--- src/rtl/ifu_fetch_if.sv ---
// Instruction-memory fetch channel: the fetch stage issues req/addr, memory answers with rdy/rdata.
interface ifu_fetch_if;
  logic        req;
  logic [31:0] addr;
  logic        rdy;
  logic [31:0] rdata;

  modport master (output req, addr, input rdy, rdata);
  modport slave  (input req, addr, output rdy, rdata);
endinterface

--- src/rtl/ifu_fetch.sv ---
// Instruction fetch stage: holds the PC, fetches over a req/rdy handshake into the IR,
// and computes the next PC (sequential, branch, jump, jr).
module ifu_fetch #(
  parameter logic [31:0] RESET_PC = 32'h0000_3000
) (
  input  logic              clk,
  input  logic              rst,
  input  logic              stall,
  input  logic [1:0]        npc_sel,
  input  logic              branch_taken,
  input  logic [31:0]       imm32,
  input  logic [31:0]       jr_target,
  ifu_fetch_if.master       imem,
  output logic [31:0]       instr,
  output logic [15:0]       imm16,
  output logic              instr_valid,
  output logic [31:0]       pc,
  output logic [31:0]       pc_plus4,
  output logic              addr_err
);

  typedef enum logic [1:0] {BOOT, FETCH, EXEC, HALT} state_e;

  localparam logic [1:0] NPC_SEQ  = 2'b00;
  localparam logic [1:0] NPC_BR   = 2'b01;
  localparam logic [1:0] NPC_JUMP = 2'b10;
  localparam logic [1:0] NPC_JR   = 2'b11;

  state_e      state_q, state_d;
  logic [31:0] pc_q, pc_d;
  logic [31:0] instr_q, instr_d;
  logic        valid_q, valid_d;
  logic        err_q, err_d;
  logic [31:0] npc;
  logic        req;

  assign pc_plus4 = pc_q + 32'd4;

  // All arithmetic is modulo 2^32; negative branch offsets and pc wrap naturally.
  always_comb begin
    unique case (npc_sel)
      NPC_SEQ:  npc = pc_plus4;
      NPC_BR:   npc = branch_taken ? (pc_plus4 + (imm32 << 2)) : pc_plus4;
      NPC_JUMP: npc = {pc_plus4[31:28], instr_q[25:0], 2'b00};
      NPC_JR:   npc = jr_target;
      default:  npc = pc_plus4;
    endcase
  end

  // NOTE: every variable gets its hold value first so no path through the case infers a latch.
  always_comb begin
    state_d = state_q;
    pc_d    = pc_q;
    instr_d = instr_q;
    valid_d = valid_q;
    err_d   = err_q;
    req     = 1'b0;
    unique case (state_q)
      BOOT: state_d = FETCH;
      FETCH: begin
        req = 1'b1;
        if (imem.rdy) begin
          instr_d = imem.rdata;
          valid_d = 1'b1;
          state_d = EXEC;
        end
      end
      EXEC: begin
        if (!stall) begin
          valid_d = 1'b0;
          // A misaligned jr target is fatal: keep pc pointing at the offending jr.
          if (npc_sel == NPC_JR && jr_target[1:0] != 2'b00) begin
            err_d   = 1'b1;
            state_d = HALT;
          end else begin
            pc_d    = npc;
            state_d = FETCH;
          end
        end
      end
      HALT: ;
      default: state_d = BOOT;
    endcase
  end

  // NOTE: sequential state uses non-blocking assignments so all registers update together.
  always_ff @(posedge clk) begin
    if (rst) begin
      state_q <= BOOT;
      pc_q    <= RESET_PC;
      instr_q <= '0;
      valid_q <= 1'b0;
      err_q   <= 1'b0;
    end else begin
      state_q <= state_d;
      pc_q    <= pc_d;
      instr_q <= instr_d;
      valid_q <= valid_d;
      err_q   <= err_d;
    end
  end

  assign imem.req    = req;
  assign imem.addr   = pc_q;
  assign instr       = instr_q;
  assign imm16       = instr_q[15:0];
  assign instr_valid = valid_q;
  assign pc          = pc_q;
  assign addr_err    = err_q;

endmodule

--- src/flat_wrapper.sv ---
// flat-port wrapper written by rule: the top's interface ports become plain ports
module ifu_fetch_flat 
#(
  parameter logic [31:0] RESET_PC = 32'h0000_3000
)
  (clk, rst, stall, npc_sel, branch_taken, imm32, jr_target, instr, imm16, instr_valid, pc, pc_plus4, addr_err, imem_req, imem_addr, imem_rdy, imem_rdata);
  ifu_fetch_if imem_i ();
  input  logic clk;
  input  logic rst;
  input  logic stall;
  input  logic [1:0] npc_sel;
  input  logic branch_taken;
  input  logic [31:0] imm32;
  input  logic [31:0] jr_target;
  output logic [31:0] instr;
  output logic [15:0] imm16;
  output logic instr_valid;
  output logic [31:0] pc;
  output logic [31:0] pc_plus4;
  output logic addr_err;
  output wire logic [$bits(imem_i.req)-1:0] imem_req;
  output wire logic [$bits(imem_i.addr)-1:0] imem_addr;
  input wire logic [$bits(imem_i.rdy)-1:0] imem_rdy;
  input wire logic [$bits(imem_i.rdata)-1:0] imem_rdata;
  assign imem_req = imem_i.req;
  assign imem_addr = imem_i.addr;
  assign imem_i.rdy = imem_rdy;
  assign imem_i.rdata = imem_rdata;
  ifu_fetch #(.RESET_PC(RESET_PC)) u_core (.clk(clk), .rst(rst), .stall(stall), .npc_sel(npc_sel), .branch_taken(branch_taken), .imm32(imm32), .jr_target(jr_target), .imem(imem_i), .instr(instr), .imm16(imm16), .instr_valid(instr_valid), .pc(pc), .pc_plus4(pc_plus4), .addr_err(addr_err));
endmodule
--- config.mk ---
export PLATFORM = sky130hd
export DESIGN_NAME = ifu_fetch_flat
export DESIGN_NICKNAME = d
export VERILOG_FILES = /design/src/rtl/ifu_fetch_if.sv /design/src/rtl/ifu_fetch.sv /design/src/flat_wrapper.sv
export SDC_FILE = /design/constraint.sdc
export NUM_CORES = 1
export LEC_CHECK = 0
export ABC_CLOCK_PERIOD_IN_PS = 3500
export BUFFER_PORTS_ARGS = -buffer_cell sky130_fd_sc_hd__buf_2
export CAP_MARGIN = 40
export CORE_ASPECT_RATIO = 1.4
export CORE_MARGIN = 10
export CORE_UTILIZATION = 51
export CTS_BUF_LIST = sky130_fd_sc_hd__clkbuf_2 sky130_fd_sc_hd__clkbuf_4 sky130_fd_sc_hd__clkbuf_8
export DETAILED_ROUTE_END_ITERATION = 16
export PLACE_DENSITY = 0.82
export SYNTH_ARGS = -nofsm -noshare
export SYNTH_HDL_FRONTEND = slang
export SYNTH_SLANG_ARGS = --single-unit
--- constraint.sdc ---
create_clock -name clk -period 3.5 [get_ports clk]
set_input_delay 0.875 -clock clk [delete_from_list [all_inputs] [get_ports clk]]
set_output_delay 0.875 -clock clk [all_outputs]
set_load 0.03 [all_outputs]
; Word level (Yosys, flattened, before mapping)
; Index checks and enable logic that the tools add are counted.
[op_classes]
bitwise = 2
n_mux = 10
n_reduce_logical = 11
eq_ne = 7
addsub = 2
[ops]
columns = operator, n
row1 = 32-bit case mux with 4 select lines, 1
row2 = 32-bit by 3-bit adder with 32-bit output (second input constant), 1
row3 = 32-bit adder, 1
row4 = 32-bit two-way mux, 1
row5 = 3-bit AND reduction, 4
row6 = 2-bit equality test (second input constant), 3
row7 = 2-bit two-way mux, 3
row8 = 2-bit case mux with 3 select lines, 1
row9 = 2-bit by 1-bit equality test with 1-bit output (second input constant), 2
row10 = 2-bit zero test, 2
row11 = 2-bit != test (second input constant), 2
row12 = 2-bit nonzero test, 2
row13 = 1-bit two-way mux, 3
row14 = 3-bit nonzero test, 1
row15 = 1-bit NOT, 2
row16 = 1-bit case mux with 2 select lines, 1
row17 = 2-bit AND reduction, 1
row18 = 1-bit logical AND, 1
[totals]
wordCells = 37
register_bits = 68
input_bits = 103

; Logic depth before layout (Yosys ltp)
[depth]
word_depth = 5
ltp_mapped = 17
mapped_depth_nobuf = 14

; Worst setup path after synthesis
; Ideal clock, no wire load.
[synth_timing]
path_kind = reg-to-reg
start = register u_core.pc_q[15] (netlist: u_core.imem.addr[15])
end = register u_core.pc_q[29] (netlist: u_core.imem.addr[29])
setup_time_ns = 0.122
arrival_time_ns = 3.917
synth_period_minus_slack_ns = 4.039
path_slack_ns = -0.539
stages_incl_launch_ff = 15
required_time_ns = 3.378
n_path_buf = 2
cell_sequence = dfxtp_1 > and4_4 > nand4_4 > or3_1 > buf_6 > xnor2_1 > ha_1 > clkbuf_1 > a21o_1 > a21o_1 > a21oi_1 > o21bai_1 > a21oi_1 > o21ai_2 > a311o_1
[synth_via]
elab_chain_cells = 4
[synth_rtl]
columns = item, line
row1 = "start, declared", ifu_fetch.sv:30  ; logic [31:0] pc_q, pc_d;
row2 = "start signal, assigned", ifu_fetch.sv:96  ; pc_q <= pc_d;
row3 = 32-bit by 3-bit adder with 32-bit output, ifu_fetch.sv:37  ; assign pc_plus4 = pc_q + 32'd4;
row4 = net pc_plus4[22], flat_wrapper.sv:19  ; output logic [31:0] pc_plus4;
row5 = 32-bit adder, ifu_fetch.sv:43  ; NPC_BR: npc = branch_taken ? (pc_plus4 + (imm32 << 2)) : pc_plus4;
row6 = 32-bit two-way mux, ifu_fetch.sv:43
row7 = 32-bit case mux with 4 select lines, ifu_fetch.sv:41  ; unique case (npc_sel)
; The timed path passes the listed nets, and every way through them passes these cells.
; A chain may end at the register's enable or synchronous reset.

; Worst setup path in the final report
[layout_timing]
start = register u_core.pc_q[10] (netlist: u_core.imem.addr[10])
end = output pc_plus4[31]
[layout_via]
elab_chain_cells = 1
[layout_rtl]
columns = item, line
row1 = 32-bit by 3-bit adder with 32-bit output, ifu_fetch.sv:37
row2 = "end, declared", flat_wrapper.sv:19
; Every way passes these cells.

==> flow_summary.toml <==
[synth]
synth-warning-count = 0
post_synth.cell_area_avg_um2 = 7.629
synth_top_area_share_pct = 22.47
synth.area.top_cells = "dfxtp_1 22%, ha_1 8.1%, a21oi_1 7.2%"
synth_largest_area_cell = "dfxtp_1"
synthesis.nets = 937
synth_enable_flop_cells = 0
synth_register_bits = 68
simple_gate_share_of_the_synthesized_area_pct = 23.12
ys_flop_type = "dfxtp_1"
post_synth_instance_area_um2 = 6057
main_combinational_cell_family_by_area_after_synthesis = "compound AO/OA/AOI/OAI gates"
synth.distinct_cells = 76
synth_compound_gate_area_share_pct = 23.86
yosys.area_share.adder_pct = 8.387
part_of_the_yosys_area_used_for_sequential_elements_pct = 22.47
syn-instance-count = 794
synth_xor_xnor_area_share_pct = 7.168
mux_contribution_to_synthesized_area_pct = 4.916
async_reset_ff_share_pct = 0

[sta]
timing.clock.skew_ns = 0.01114
final.setup.tns_ns = 0
maxClockFrequency_mhz = 291.6
final.period_utilization_pct = 97.97
fin_hold_ws_ns = 0.4691
relSlewSlack_pct = 51.11
timing_worst_slew_pin_value_ns = 0.7333
maxSlewViolCount = 0
setup_viol_count_final = 0
final_period_minus_worst_setup_slack_ns = 3.429
final_hold_viol_count = 0
unrepaired_setup_endpoints_after_global_routing = "yes"

[global_routing]
grt_start_max_net_pins = 49
grt_pass1_vias = 6865
grt_pass1_wl_um = 35600
grt.total_usage_pct = 26.48
grt_antenna_before_repair = 0
globalRouteOverflowTotal = 0

[pwr]
power_density_nw_per_um2 = 299.5
peakVddDrop_mv = 0.2241
leak_pwr_nw = 3.936

[clock_network]
cts_inserted_buffers = 9
cts.path.max_buffers = 2
cts_sink_cnt = 68
clock_tree_from_tritoncts = "yes"
cts_root_buffer = "clkbuf_8"
clock_insertion_delay_worst_skew_ns = 0.38
clock_transition_time_at_the_flip_flop_clock_pins_of_the_worst_setup_and_hold_paths_ns = 0.09
cts.htree.levels = 3

[floorplanning]
fp.dieW_um = 112.1
dieHeight_um = 148.9
floorplan.core_area_um2 = 11700
die_area_um2 = 16700
starting_density_pct = 51.76
floorplan.io_pins = 250
floorplan_row_count = 47

[worst_setup_path]
crit_required_ns = 2.62
crit_end_element = "output port"
rr_endpoint = "u_core.imem.addr[31]"
critical_path.endpoint = "pc_plus4[31]"
timing.reg2reg.setup_slack_ns = 0.10
worst_ep_arrival_time_ns = 2.55
crit_path_start = "u_core.imem.addr[10]"
timing.rr.start = "u_core.imem.addr[10]"
critical_path.n_buffers_inverters = 3
critPathMostFrequentCell = "buf_4"
worstSetupPathDepth = 8
timing.critical_path.slowest_stage_cell = "dfxtp_2"
critical_path_peak_fanout = 6
worstSetupStartpointType = "flip-flop"
crit_path_cell_chain = "and4_1, buf_4, nand4_4, nor3_4, buf_4, nand4_2, xnor2_2, buf_6"
cpPeakStageDelay_ns = 0.40
cpLargestDelayFamily = "simple AND/OR/NAND/NOR gates"
path_class = "reg2out"
rr_worst_depth = 15

[place]
global_placement_routability_congestion = 0.9267
io_buffer_count = 247
placedInstanceArea_um2 = 7528
dpl.cell_count = 1150
place.detailed.hpwl_um = 18880

[cells_and_area]
layout.core_utilization_pct = 67.18
final_cell_area_um2 = 7861
layoutNonFillerInstCount = 1170
antenna_cell_count = 0
filler_cell_count = 1028
area_growth_syn_to_layout_pct = 29.79
layout_cells_sized_above_1_pct = 41.54
layout.nets = 1161

[flow_run]
max_cap_violations = 0

[routing]
route.final.wire_length_um = 23600
routedWlPerCell_um = 20.17
route.detailed.drc = 0
dr_total_vias = 6851
final_antenna_net_count = 0
drt_pass1_iterations = 5
drt_iter0_drc = 358
route.detailed.vias_per_inst = 5.856

[run_status]
status = "finished, final reports clean"

[hold_path]
hold_path_depth = 2
min_path_type = "reg2reg"
worst reg2reg max path, cell delays in order, from the launching register on:
cell	delay (ns)
dfxtp_2	0.40
and4_1	0.24
buf_4	0.15
nand4_4	0.21
nor3_4	0.34
nand2_1	0.13
xnor2_2	0.18
ha_2	0.44
nand4_1	0.16
nor2_1	0.14
nor2_1	0.06
o21a_1	0.23
nand2_1	0.09
nor4b_1	0.05
nor4_1	0.34
nand3_1	0.11
stage by stage:
stage / power (mW) / setup WS, ns
3_3_place_gp: 1.627 / 0.08818
4_1_cts: 2.348 / 0.02721
6_report: 2.354 / 0.07106
5_1_grt: 2.453 / -0.05048
3_5_place_dp: 1.639 / 0.04970
2_1_floorplan: 1.393 / -0.005514
cells in the final DEF, fill, tap and decap left out, types with 5 or more instances in the layout:
cell type / n
a21o_1: 11
a221o_1: 10
nor2_1: 61
mux2i_1: 5
o21bai_1: 6
inv_1: 15
nand3_1: 18
a31oi_1: 9
dfxtp_1: 51
ha_1: 35
o21a_1: 6
a21oi_1: 85
buf_2: 246
o21ai_0: 30
a221oi_1: 9
xnor2_1: 16
xor2_1: 13
xnor2_2: 11
nand2_1: 113
mux2_2: 22
dfxtp_2: 17
and2_1: 11
nor2b_1: 5
a211oi_1: 10
nor3_1: 18
nand4_1: 10
clkbuf_8: 9
buf_4: 60
cells in the mapped netlist (2+ instances only):
master	count
nand2_1	114
a21oi_1	87
dfxtp_1	68
nor2_1	65
buf_4	50
ha_1	39
clkbuf_1	31
o21ai_0	30
xnor2_1	27
mux2_2	22
nand3_1	19
nor3_1	19
xor2_1	17
inv_1	15
a211oi_1	11
a21o_1	11
and2_1	11
buf_1	11
a221o_1	10
nand4_1	10
a221oi_1	9
a31oi_1	9
o21a_1	6
o21bai_1	6
mux2i_1	5
nor2b_1	5
o31ai_1	5
or3_1	5
a22oi_1	4
and3_1	4
a311oi_1	3
and4_1	3
nand2b_1	3
nor3_4	3
nor3b_1	3
nor4_1	3
o22ai_1	3
or2_2	3
a211o_1	2
a222oi_1	2
buf_2	2
nand4_4	2
nor4b_1	2
o221a_2	2
xor2_2	2
worst min-delay path by stage:
stage	endpoint	startpoint	slack, ns
finish	u_core.instr[29]	u_core.instr[29]	0.47
global route	u_core.instr[27]	u_core.instr[27]	0.48
CTS	u_core.instr[29]	u_core.instr[29]	0.46
detailed placement	u_core.instr[29]	u_core.instr[29]	0.45
global placement	u_core.instr[26]	u_core.instr[26]	0.44
floorplan	u_core.state_q[1]	u_core.state_q[1]	0.51
metal layers:
layer | GRT usage, % | up-vias | wire (um)
met4 | 18.32 | 0 | 1560
li1 | - | 3253 | -
met2 | 46.75 | 313 | 11930
met5 | 0 | - | 0
met1 | 27.12 | 3195 | 8443
met3 | 5.998 | 90 | 1666
flip-flops by register name, summed over array words and instances, names as in the netlist:
signal and cells:
u_core.instr_valid 1, u_core.imem.addr 32, u_core.state_q 2, u_core.instr 32
u_core.addr_err 1
cells by family (layout without fill, tap and decap cells):
family / Yosys count / count (layout)
AND/OR/NAND/NOR: 283 / 283
AO/OA/AOI/OAI: 219 / 219
buffers and inverters: 110 / 339
flip-flops: 68 / 68
XOR/XNOR: 47 / 47
adder cells (fa/ha/maj): 40 / 40
multiplexers: 27 / 27
report_power, final:
part           internal, mW  total [mW]  switching (mW)  leakage, nW
Clock                 0.340       0.719           0.379       0.0984
Combinational         0.278       0.774           0.496         3.28
Sequential            0.817       0.861          0.0440        0.558
area by class of cell:
class                      count  area (um^2)  share of cell area [%]
clock buffer                   9        123.9                   1.576
clock inverter                 7        82.58                   1.050
timing repair buffer         308         1713                   21.79
inverter                      15        56.30                  0.7162
tap                          147        183.9                   2.340
multi-input combinational    616         4319                   54.94
sequential                    68         1383                   17.59
timing repair:
action | CTS | global route
resized for setup | 0 | 27
hold buffers | 0 | 0
hold endpoints to repair | 0 | 0
setup endpoints to repair | 0 | 11
setup buffers | 0 | 4
No activity file was read; power rests on OpenSTA's default activity.
